<file path="src/rtl/prio_encoder_rr.sv">
// Registered N-to-log2(N) priority encoder with fixed-LSB, fixed-MSB or round-robin
// arbitration, a one-hot grant and a valid/ready output handshake.
module prio_encoder_rr #(
    parameter  int N       = 8,
    parameter  int MODE    = 0,
    localparam int OP_SIZE = $clog2(N)
) (
    input  logic               clk,
    input  logic               rst,
    input  logic               en,
    input  logic [N-1:0]       a,
    output logic               in_ready,
    output logic [OP_SIZE-1:0] op,
    output logic [N-1:0]       onehot,
    output logic               out_valid,
    input  logic               out_ready
);

    logic               out_valid_q, out_valid_d;
    logic [OP_SIZE-1:0] op_q, op_d;
    logic [N-1:0]       onehot_q, onehot_d;

    logic               accept;
    logic               pop;
    logic [OP_SIZE-1:0] grant;
    logic [N-1:0]       grant_onehot;

    // A stalled grant blocks new requests; a popping grant can be replaced in the same cycle.
    assign in_ready = !rst && (!out_valid_q || out_ready);
    assign accept   = en && in_ready && (|a);
    assign pop      = out_valid_q && out_ready;

    generate
        if (N < 2) begin : g_bad_n
            $error("prio_encoder_rr: N must be at least 2");
        end

        if (MODE == 0) begin : g_lsb
            logic [N-1:0] shifted;

            always_comb begin
                grant   = '0;
                shifted = '0;
                for (int i = N - 1; i >= 0; i--) begin
                    shifted = a >> i;
                    if (shifted[0]) begin
                        grant = OP_SIZE'(i);
                    end
                end
            end
        end else if (MODE == 1) begin : g_msb
            logic [N-1:0] shifted;

            always_comb begin
                grant   = '0;
                shifted = '0;
                for (int i = 0; i < N; i++) begin
                    shifted = a >> i;
                    if (shifted[0]) begin
                        grant = OP_SIZE'(i);
                    end
                end
            end
        end else if (MODE == 2) begin : g_rr
            localparam logic [OP_SIZE:0] N_W = (OP_SIZE + 1)'(N);

            logic [OP_SIZE-1:0] ptr_q, ptr_d;
            logic [N-1:0]       rot;
            logic [N-1:0]       shifted;
            logic [OP_SIZE-1:0] rr_k;
            logic [OP_SIZE:0]   rr_sum;

            // rot[k] is request (ptr + k) mod N, so the lowest set bit of rot is the
            // first request reached when scanning upward from ptr with wrap-around.
            assign rot = N'({a, a} >> ptr_q);

            always_comb begin
                rr_k    = '0;
                shifted = '0;
                for (int i = N - 1; i >= 0; i--) begin
                    shifted = rot >> i;
                    if (shifted[0]) begin
                        rr_k = OP_SIZE'(i);
                    end
                end
            end

            assign rr_sum = {1'b0, ptr_q} + {1'b0, rr_k};
            assign grant  = (rr_sum >= N_W) ? OP_SIZE'(rr_sum - N_W) : OP_SIZE'(rr_sum);
            assign ptr_d  = (grant == OP_SIZE'(N - 1)) ? '0 : grant + OP_SIZE'(1);

            always_ff @(posedge clk) begin
                if (rst) begin
                    ptr_q <= '0;
                end else if (accept) begin
                    ptr_q <= ptr_d;
                end
            end
        end else begin : g_bad_mode
            $error("prio_encoder_rr: MODE must be 0, 1 or 2");
            assign grant = '0;
        end
    endgenerate

    genvar gi;
    generate
        for (gi = 0; gi < N; gi++) begin : g_decode
            assign grant_onehot[gi] = (grant == OP_SIZE'(gi));
        end
    endgenerate

    always_comb begin
        out_valid_d = out_valid_q;
        op_d        = op_q;
        onehot_d    = onehot_q;
        if (accept) begin
            out_valid_d = 1'b1;
            op_d        = grant;
            onehot_d    = grant_onehot;
        end else if (pop) begin
            out_valid_d = 1'b0;
        end
    end

    always_ff @(posedge clk) begin
        if (rst) begin
            out_valid_q <= 1'b0;
            op_q        <= '0;
            onehot_q    <= '0;
        end else begin
            out_valid_q <= out_valid_d;
            op_q        <= op_d;
            onehot_q    <= onehot_d;
        end
    end

    assign out_valid = out_valid_q;
    assign op        = op_q;
    assign onehot    = onehot_q;

endmodule

</file>
<file path="config.mk">
export PLATFORM = sky130hd
export DESIGN_NAME = prio_encoder_rr
export DESIGN_NICKNAME = d
export VERILOG_FILES = /design/src/rtl/prio_encoder_rr.sv
export SDC_FILE = /design/constraint.sdc
export NUM_CORES = 1
export LEC_CHECK = 0
export CAP_MARGIN = 10
export CORE_MARGIN = 1.5
export CORE_UTILIZATION = 35
export DETAILED_ROUTE_END_ITERATION = 8
export GPL_TIMING_DRIVEN = 0
export PLACE_DENSITY = 0.73
export SLEW_MARGIN = 5
export SYNTH_ARGS = -nofsm -noshare
export SYNTH_HDL_FRONTEND = slang
export SYNTH_SLANG_ARGS = --single-unit
</file>
<file path="constraint.sdc">
create_clock -name clk -period 1.3 [get_ports clk]
set_input_delay 0.13 -clock clk [delete_from_list [all_inputs] [get_ports clk]]
set_output_delay 0.13 -clock clk [all_outputs]
set_load 0.03 [all_outputs]
</file>
Yosys cells after proc, flatten, opt, wreduce, memory -nomap -nowiden
Cells that the tools add are included.
- equal/unequal tests: 7
- multiplexer cells: 10
- reduce and logical (&&, ||, !) cells: 10
- operator list (kind ; number):
    $mux 3 ; 8
    $eq 3x3->1 const B ; 4
    $reduce_or 8->1 ; 1
    $eq 3x2->1 const B ; 2
    $logic_and 1x1->1 ; 4
    $eq 3x1->1 const B ; 1
    $logic_not 3->1 ; 1
    $logic_not 1->1 ; 2
    $mux 1 ; 2
    $reduce_bool 2->1 ; 1
    $logic_or 1x1->1 ; 1
- flip-flop bits (word level): 12
- input port bits: 12
- output and inout port bits: 13
- word-level logic and storage cells: 30

Depth between registers and ports, before layout
- depth after elaboration: 9
- mapped depth: 4

Worst setup path before layout
OpenSTA, ideal clock, no wires.
- path type: reg-to-reg
- from: reg out_valid_q (netlist: out_valid)
- to: reg onehot_q[6] (netlist: onehot[6])
- library setup time: 117 ps
- data arrival time: 1313 ps
- required time: 1183 ps
- slack: -130 ps
- cell stages (with the launch flop): 5
- period minus slack after synthesis: 1430 ps
- cell sequence: dfxtp_1 -> nor2b_1 -> nor3b_4 -> and3_2 -> a22o_1
- longest elaborated chain between the ends: 5
- ends and longest elaborated chain (element ; RTL line ; text):
    start: declaration ; 19 ; logic out_valid_q, out_valid_d;
    start signal: assignment ; 131 ; out_valid_q <= out_valid_d;
    $logic_not 1->1 ; 29 ; assign in_ready = !rst && (!out_valid_q || out_ready);
    $logic_or 1x1->1 ; 29 ;
    $logic_and 1x1->1 ; 29 ;
    $logic_and 1x1->1 (2 in series) ; 30 ; assign accept = en && in_ready && (|a);
    end signal: assignment ; 133 ; onehot_q <= onehot_d;
    end: declaration ; 21 ; logic [N-1:0] onehot_q, onehot_d;
No other way between the ends.
A chain may end at the register's enable or synchronous reset.

Worst setup path in the final report
- from: in a[1]
- to: reg onehot_q[1] (netlist: onehot[1])
- longest elaborated chain between the ends: 3
- ends and longest elaborated chain (element ; RTL line ; text):
    start: declaration ; 11 ; input logic [N-1:0] a,
    $mux 3 (2 in series) ; 46 ; if (shifted[0]) begin
    $eq 3x1->1 ; 108 ; assign grant_onehot[gi] = (grant == OP_SIZE'(gi));
Parallel ways exist; a longest one is shown, timed or not.

==> impl_metrics.py <==
metrics = {
    "synthesis": {
        "synth_top_family_by_area": "compound AO/OA/AOI/OAI gates",
        "synth-edff-count": 0,
        "syn_area_sq_um": 539.3,
        "yosysWarnings": 0,
        "synth-adder-area-share_pct": 0,
        "synth_area_leaders": "sky130_fd_sc_hd__dfxtp_1 (45%), sky130_fd_sc_hd__a22o_1 (6.5%), sky130_fd_sc_hd__nor2_1 (4.2%)",
        "post_synthesis_async_set_or_reset_flop_share_pct": 0,
        "leading_register_cell_type_out_of_synthesis": "sky130_fd_sc_hd__dfxtp_1",
        "yosys.area.top_type_share_pct": 44.55,
        "synth.yosys.seq_area_share_pct": 44.55,
        "post_synth_inst_count": 53,
        "synth.mux.area_fraction_pct": 1.856,
        "post_synth.cell_area_avg_sq_um": 10.17,
        "netlist-cell-type-count": 25,
        "ys_seq_elements": 12,
        "synthDominantAreaCellType": "sky130_fd_sc_hd__dfxtp_1",
        "synth.net_count": 65,
        "synthSimpleGateAreaFrac_pct": 22.04,
        "synth-compound-area-share_pct": 28.54,
        "synthXorXnorAreaFrac_pct": 0,
    },
    "grt": {
        "number_of_global_route_vias_before_repair": 524,
        "grt_start_max_net_pins": 10,
        "gr-total-overflow": 0,
        "antenna_found_initial": 0,
        "global_route_wire_length_before_repair_um": 2228,
        "gr-usage-all-layers_pct": 16.30,
    },
    "sta": {
        "max_slew.worst_pin.slew_ns": 0.3552,
        "maxClockFrequency_mhz": 804.0,
        "setup_violations": 0,
        "finalWorstPathRequiredPeriod_ns": 1.244,
        "slew_headroom_pct": 76.32,
        "timing.final.hold_violations": 0,
        "fin_skew_ns": 0.006275,
        "finalWorstSetupSlack_ns": 0.05620,
        "min_period_over_period_pct": 95.68,
        "timing_max_transition_violations_final": 0,
    },
    "power_and_ir_drop": {
        "irDropWorstVdd_mv": 0.7907,
        "total_leakage_power_nw": 0.4172,
        "power_density_nw_per_um2": 889.9,
    },
    "critical_path": {
        "crit_path_max_fanout": 5,
        "critPathCaptureType": "flip-flop",
        "criticalPathCategory": "in2reg",
        "timing.rr.start": "out_valid",
        "timing.critical_path.required_ns": 1.51,
        "source_of_the_critical_timing_path": "a[1]",
        "critical_path.reg2reg.endpoint": "op[0]",
        "reg2regPathDepth": 5,
        "startpoint_types": "primary input",
        "worstPathArrival_ns": 1.46,
        "regToRegSetupSlack_ns": 0.06,
    },
    "clocking": {
        "cts_max_path_buffers": 2,
        "ctsHtreeMaxLevel": 1,
        "tritoncts_buffers": 3,
        "cts.reportedPaths.clkPinSlew_ns": 0.07,
        "cts_tree": "done",
        "worst_skew_pair.late_latency_ns": 0.27,
        "cts_sinks": 12,
        "cts.root.buffer_cell": "sky130_fd_sc_hd__clkbuf_4",
    },
    "place": {
        "place_congestion": 0.7816,
        "dp.cells": 91,
        "place_ws_ns": -0.4681,
        "place_hpwl_um": 980.9,
        "placed_cell_area_sq_um": 799.5,
        "io_buffer_count": 23,
    },
    "floorplanning": {
        "fp.dieH_um": 42.25,
        "dieArea_sq_um": 1785,
        "die_w_um": 42.25,
        "top_level_pins": 25,
        "design.core.area_sq_um": 1366,
        "floorplan.initialDensity_pct": 39.47,
        "std_cell_rows": 13,
    },
    "route": {
        "dr.first_iter.drc_count": 15,
        "postRouteAntennaNets": 0,
        "drt-pass1-iter-count": 4,
        "detail_route.wirelength_um": 1372,
        "via_per_inst": 5.830,
        "num_vias": 583,
        "drt-wirelength-per-cell_um": 13.72,
        "drc": 0,
    },
    "min_path": {
        "min_delay_path_depth": 2,
        "hold_end": "out_valid",
        "min_from": "rst",
        "hold_path_class": "in2reg",
    },
    "finish": {
        "fin_util_pct": 66.58,
        "layoutNonFillerInstCount": 100,
        "area_growth_from_synthesis_to_layout_pct": 68.68,
        "share_of_post_route_cells_with_drive_strength_above_1_pct": 25.88,
        "finish.net_count": 98,
        "non_filler_cell_area_final_sq_um": 909.6,
        "antenna_cells": 0,
    },
    "run_status": {
        "outcome": "completed",
    },
    "flow_run": {
        "drv.max_cap_violation_count": 0,
    },
}
state kept, by name (all words and copies together), names as in the netlist:
| signal | flops |
|---|---|
| onehot | 8 |
| op | 3 |
| out_valid | 1 |
power by group:
group	total [mW]	internal, mW	switching (mW)
combinational	0.187	0.0819	0.105
clock	0.237	0.119	0.118
sequential	0.385	0.380	0.00578
per-layer routing:
metal	track usage, %	part of all wire, %
met3	3.017	8.1
met1	19.90	45
met5	0	0
met2	26.46	45
met4	9.375	1.7
stage by stage:
stage	TNS (ns)	total power, mW	hold slack, ns
2_1_floorplan	-0.1053	0.4830	0.2557
6_report	0	0.8095	0.1925
4_1_cts	0	0.8094	0.1763
5_1_grt	-0.000006328	0.8525	0.1988
3_5_place_dp	-5.144	0.5665	0.4477
3_3_place_gp	-4.950	0.5628	0.4308
timing repair:
action	CTS	global route
setup buffers	3	1
pin swaps	3	5
endpoints found under the setup margin	24	10
resized for setup	21	10
hold buffers	0	0
cloned	1	0
layout make-up:
class	instances	area, sq um
well taps	15	18.77
inverters	3	11.26
plain buffers	1	5.005
clock buffers	4	26.28
fillers	126	456.7
multi-input cells	38	347.8
repair buffers	27	256.5
flip-flops and latches	12	244.0
how the worst max path moves through the flow:
stage | to | slack, ns | cells after the start
after floorplan | op[0] | -0.03 | 4
after global placement | onehot[1] | -0.44 | 5
after detailed placement | onehot[1] | -0.47 | 5
after CTS | onehot[1] | 0.005 | 5
after global routing | onehot[5] | -0.000006 | 5
final | onehot[1] | 0.06 | 5
synth_stat cells, types with 2 or more instances:
cell type / instances
sky130_fd_sc_hd__nor2b_1: 2
sky130_fd_sc_hd__inv_1: 3
sky130_fd_sc_hd__dfxtp_1: 12
sky130_fd_sc_hd__a22o_1: 4
sky130_fd_sc_hd__nor2_1: 6
sky130_fd_sc_hd__nand2b_1: 3
sky130_fd_sc_hd__a21oi_1: 2
sky130_fd_sc_hd__nor3_1: 2
sky130_fd_sc_hd__a32o_1: 2
sky130_fd_sc_hd__o2bb2ai_1: 2
cells in the final DEF, fill, tap and decap left out, types with 2 or more instances in the layout:
cell type / instances
sky130_fd_sc_hd__dlygate4sd2_1: 15
sky130_fd_sc_hd__nor2_1: 6
sky130_fd_sc_hd__a22o_1: 4
sky130_fd_sc_hd__a21oi_1: 2
sky130_fd_sc_hd__nand2b_1: 3
sky130_fd_sc_hd__buf_2: 2
sky130_fd_sc_hd__dfxtp_1: 11
sky130_fd_sc_hd__clkbuf_4: 3
sky130_fd_sc_hd__nor4_4: 2
sky130_fd_sc_hd__a21oi_4: 2
sky130_fd_sc_hd__nor2b_4: 2
sky130_fd_sc_hd__inv_1: 3
sky130_fd_sc_hd__nor3_1: 2
sky130_fd_sc_hd__a32o_1: 2
sky130_fd_sc_hd__clkdlybuf4s50_1: 4
sky130_fd_sc_hd__o2bb2ai_1: 2
sky130_fd_sc_hd__buf_4: 3
sky130_fd_sc_hd__dlymetal6s2s_1: 3
worst max-delay path: stages:
cell and delay (ns):
sky130_fd_sc_hd__clkdlybuf4s50_1 0.49, sky130_fd_sc_hd__nor4_4 0.28, sky130_fd_sc_hd__nand2_2 0.17, sky130_fd_sc_hd__a21oi_4 0.22
sky130_fd_sc_hd__a22o_1 0.16
cell families (layout without fill, tap and decap cells):
kind of cell,after synthesis,after routing
buffers and inverters,4,35
AO/OA/AOI/OAI,17,18
multiplexers,1,1
AND/OR/NAND/NOR,19,19
flip-flops,12,12
Power figures use the tool's default switching activity.
==> RTL change (same flow settings) <==
The parameter `MODE` goes from 0 to 1.
--- a/src/rtl/prio_encoder_rr.sv
+++ b/src/rtl/prio_encoder_rr.sv
@@ -3,5 +3,5 @@
 module prio_encoder_rr #(
     parameter  int N       = 8,
-    parameter  int MODE    = 0,
+    parameter  int MODE    = 1,
     localparam int OP_SIZE = $clog2(N)
 ) (
Check against the original RTL: not equivalent (Yosys sat finds a counterexample within 4 cycles, from zero or initial values and one cycle with rst high).
==> RTL change against the unedited design <==
- non-clock buffer count grew 1
- first-iteration DRC count shrank 53%
- synthesized area grew 5.1%
- sequential cell count is the same
- setup slack lost 0.018 ns
- final area is the same
- wire length shrank 4.6%
- total power grew 6.8%
- largest power group unchanged
==> RTL change: results (changes against the unedited design) <==
stage	metric	value	unit	change
outcome	outcome	completed		unchanged
logic_synthesis	register area share after synthesis	42.4	%	was 44.5%
detailed_routing	routed length per instance	12.3	µm	was 13.7 µm
finish	fillers	130		was 126
logic_synthesis	top cells by area, synth	dfxtp_1 42%, nor2_1 6.6%, a21oi_1 4.4%		was dfxtp_1 45%, a22o_1 6.5%, nor2_1 4.2%
global_routing	first-pass GRT wire length	1.96	mm	was 2.23 mm
finish	Layout Nets	103		was 98
power_and_ir_drop	Combinational Power	182	µW	was 187 µW
worst_hold_path	hold path depth	3		was 2
global_routing	Total GRT Usage	13.9	%	was 16.3%
detailed_routing	drt via density	5.18		was 5.83
finish	Clock buf/inv share	3.99	%	was 2.89%
detailed_routing	DRT Pass-1 Iters	6		was 4
power_and_ir_drop	clock share of power	34.3	%	was 29.3%
global_routing	largest net degree at the start of global routing	11		was 10
logic_synthesis	Compound-Gate Fraction of Synth Area	22.3	%	was 28.5%
clock_tree	post-CTS setup buffers	1		was 3
power_and_ir_drop	maximum vdd drop	0.000484	V	was 0.000791 V
setup_path	CP peak stage delay	0.44	ns	was 0.49 ns
finish	bufs w/o clock	29		was 28
clock_tree	post-CTS resize count	23		was 21
sta	Final Skew	0.00527	ns	was 0.00627 ns
power_and_ir_drop	Pleak	0.435	nW	was 0.417 nW
worst_hold_path	Worst Min Path Start	en		was rst
clock_tree	H-tree Lvls	1		unchanged
sta	Worst Tran Pin Value	0.389	ns	was 0.355 ns
finish	Seq cells	12		unchanged
power_and_ir_drop	Psw	235	µW	was 229 µW
logic_synthesis	Yosys cell types	26		was 25
sta	fmax	0.792	GHz	was 0.804 GHz
setup_path	reg-to-reg setup timing slack	0.11	ns	was 0.06 ns
clock_tree	Clk pin slew, worst setup/hold paths	0.08	ns	
placed_design	Port Buffers	24		was 23
placed_design	HPWL Detailed	932	µm	was 981 µm
finish	share of layout cells above drive strength 1	22.2	%	was 25.9%
detailed_routing	DRT iter0 DRCs	7		was 15
finish	Non-clock buffer share	28.9	%	was 28.7%
finish	register area	241	µm²	was 244 µm²
placed_design	GPL Wtd Cong	0.786		was 0.782
logic_synthesis	mux contribution to synthesized area	3.53	%	was 1.86%
logic_synthesis	Syn Nets	71		was 65
## RTL change: cell count changes in the layout (fill, tap and decap cells not counted), moves of 2 or more
cell and delta:
a21oi_1 +3, a21oi_4 -2, a22o_1 -3, clkdlybuf4s50_1 -2, dlygate4sd2_1 +2, nor2_1 +4
## RTL change: stage by stage
step | hold WS (ns) | instances | setup TNS (ns) | total power, mW | cell area, µm²
global placement | 0.455 | 99 | -4.79 | 0.572 | 831
finish | 0.219 | 106 | 0 | 0.864 | 910
global route | 0.246 | 106 | 0 | 0.905 | 910
floorplan | 0.256 | 59 | 0 | 0.487 | 571
detailed placement | 0.459 | 99 | -4.97 | 0.575 | 831
CTS | 0.358 | 104 | -0.00122 | 0.855 | 863
## RTL change: layer usage
metal	routed length [µm]	part of all wire, %	GRT usage, %	up-vias
met4	14	1.1	7.27	0
met1	570	44	19.1	254
met2	630	48	20.0	18
li1	-	-	-	275
met5	0	0	0	-
met3	93	7.1	2.98	2
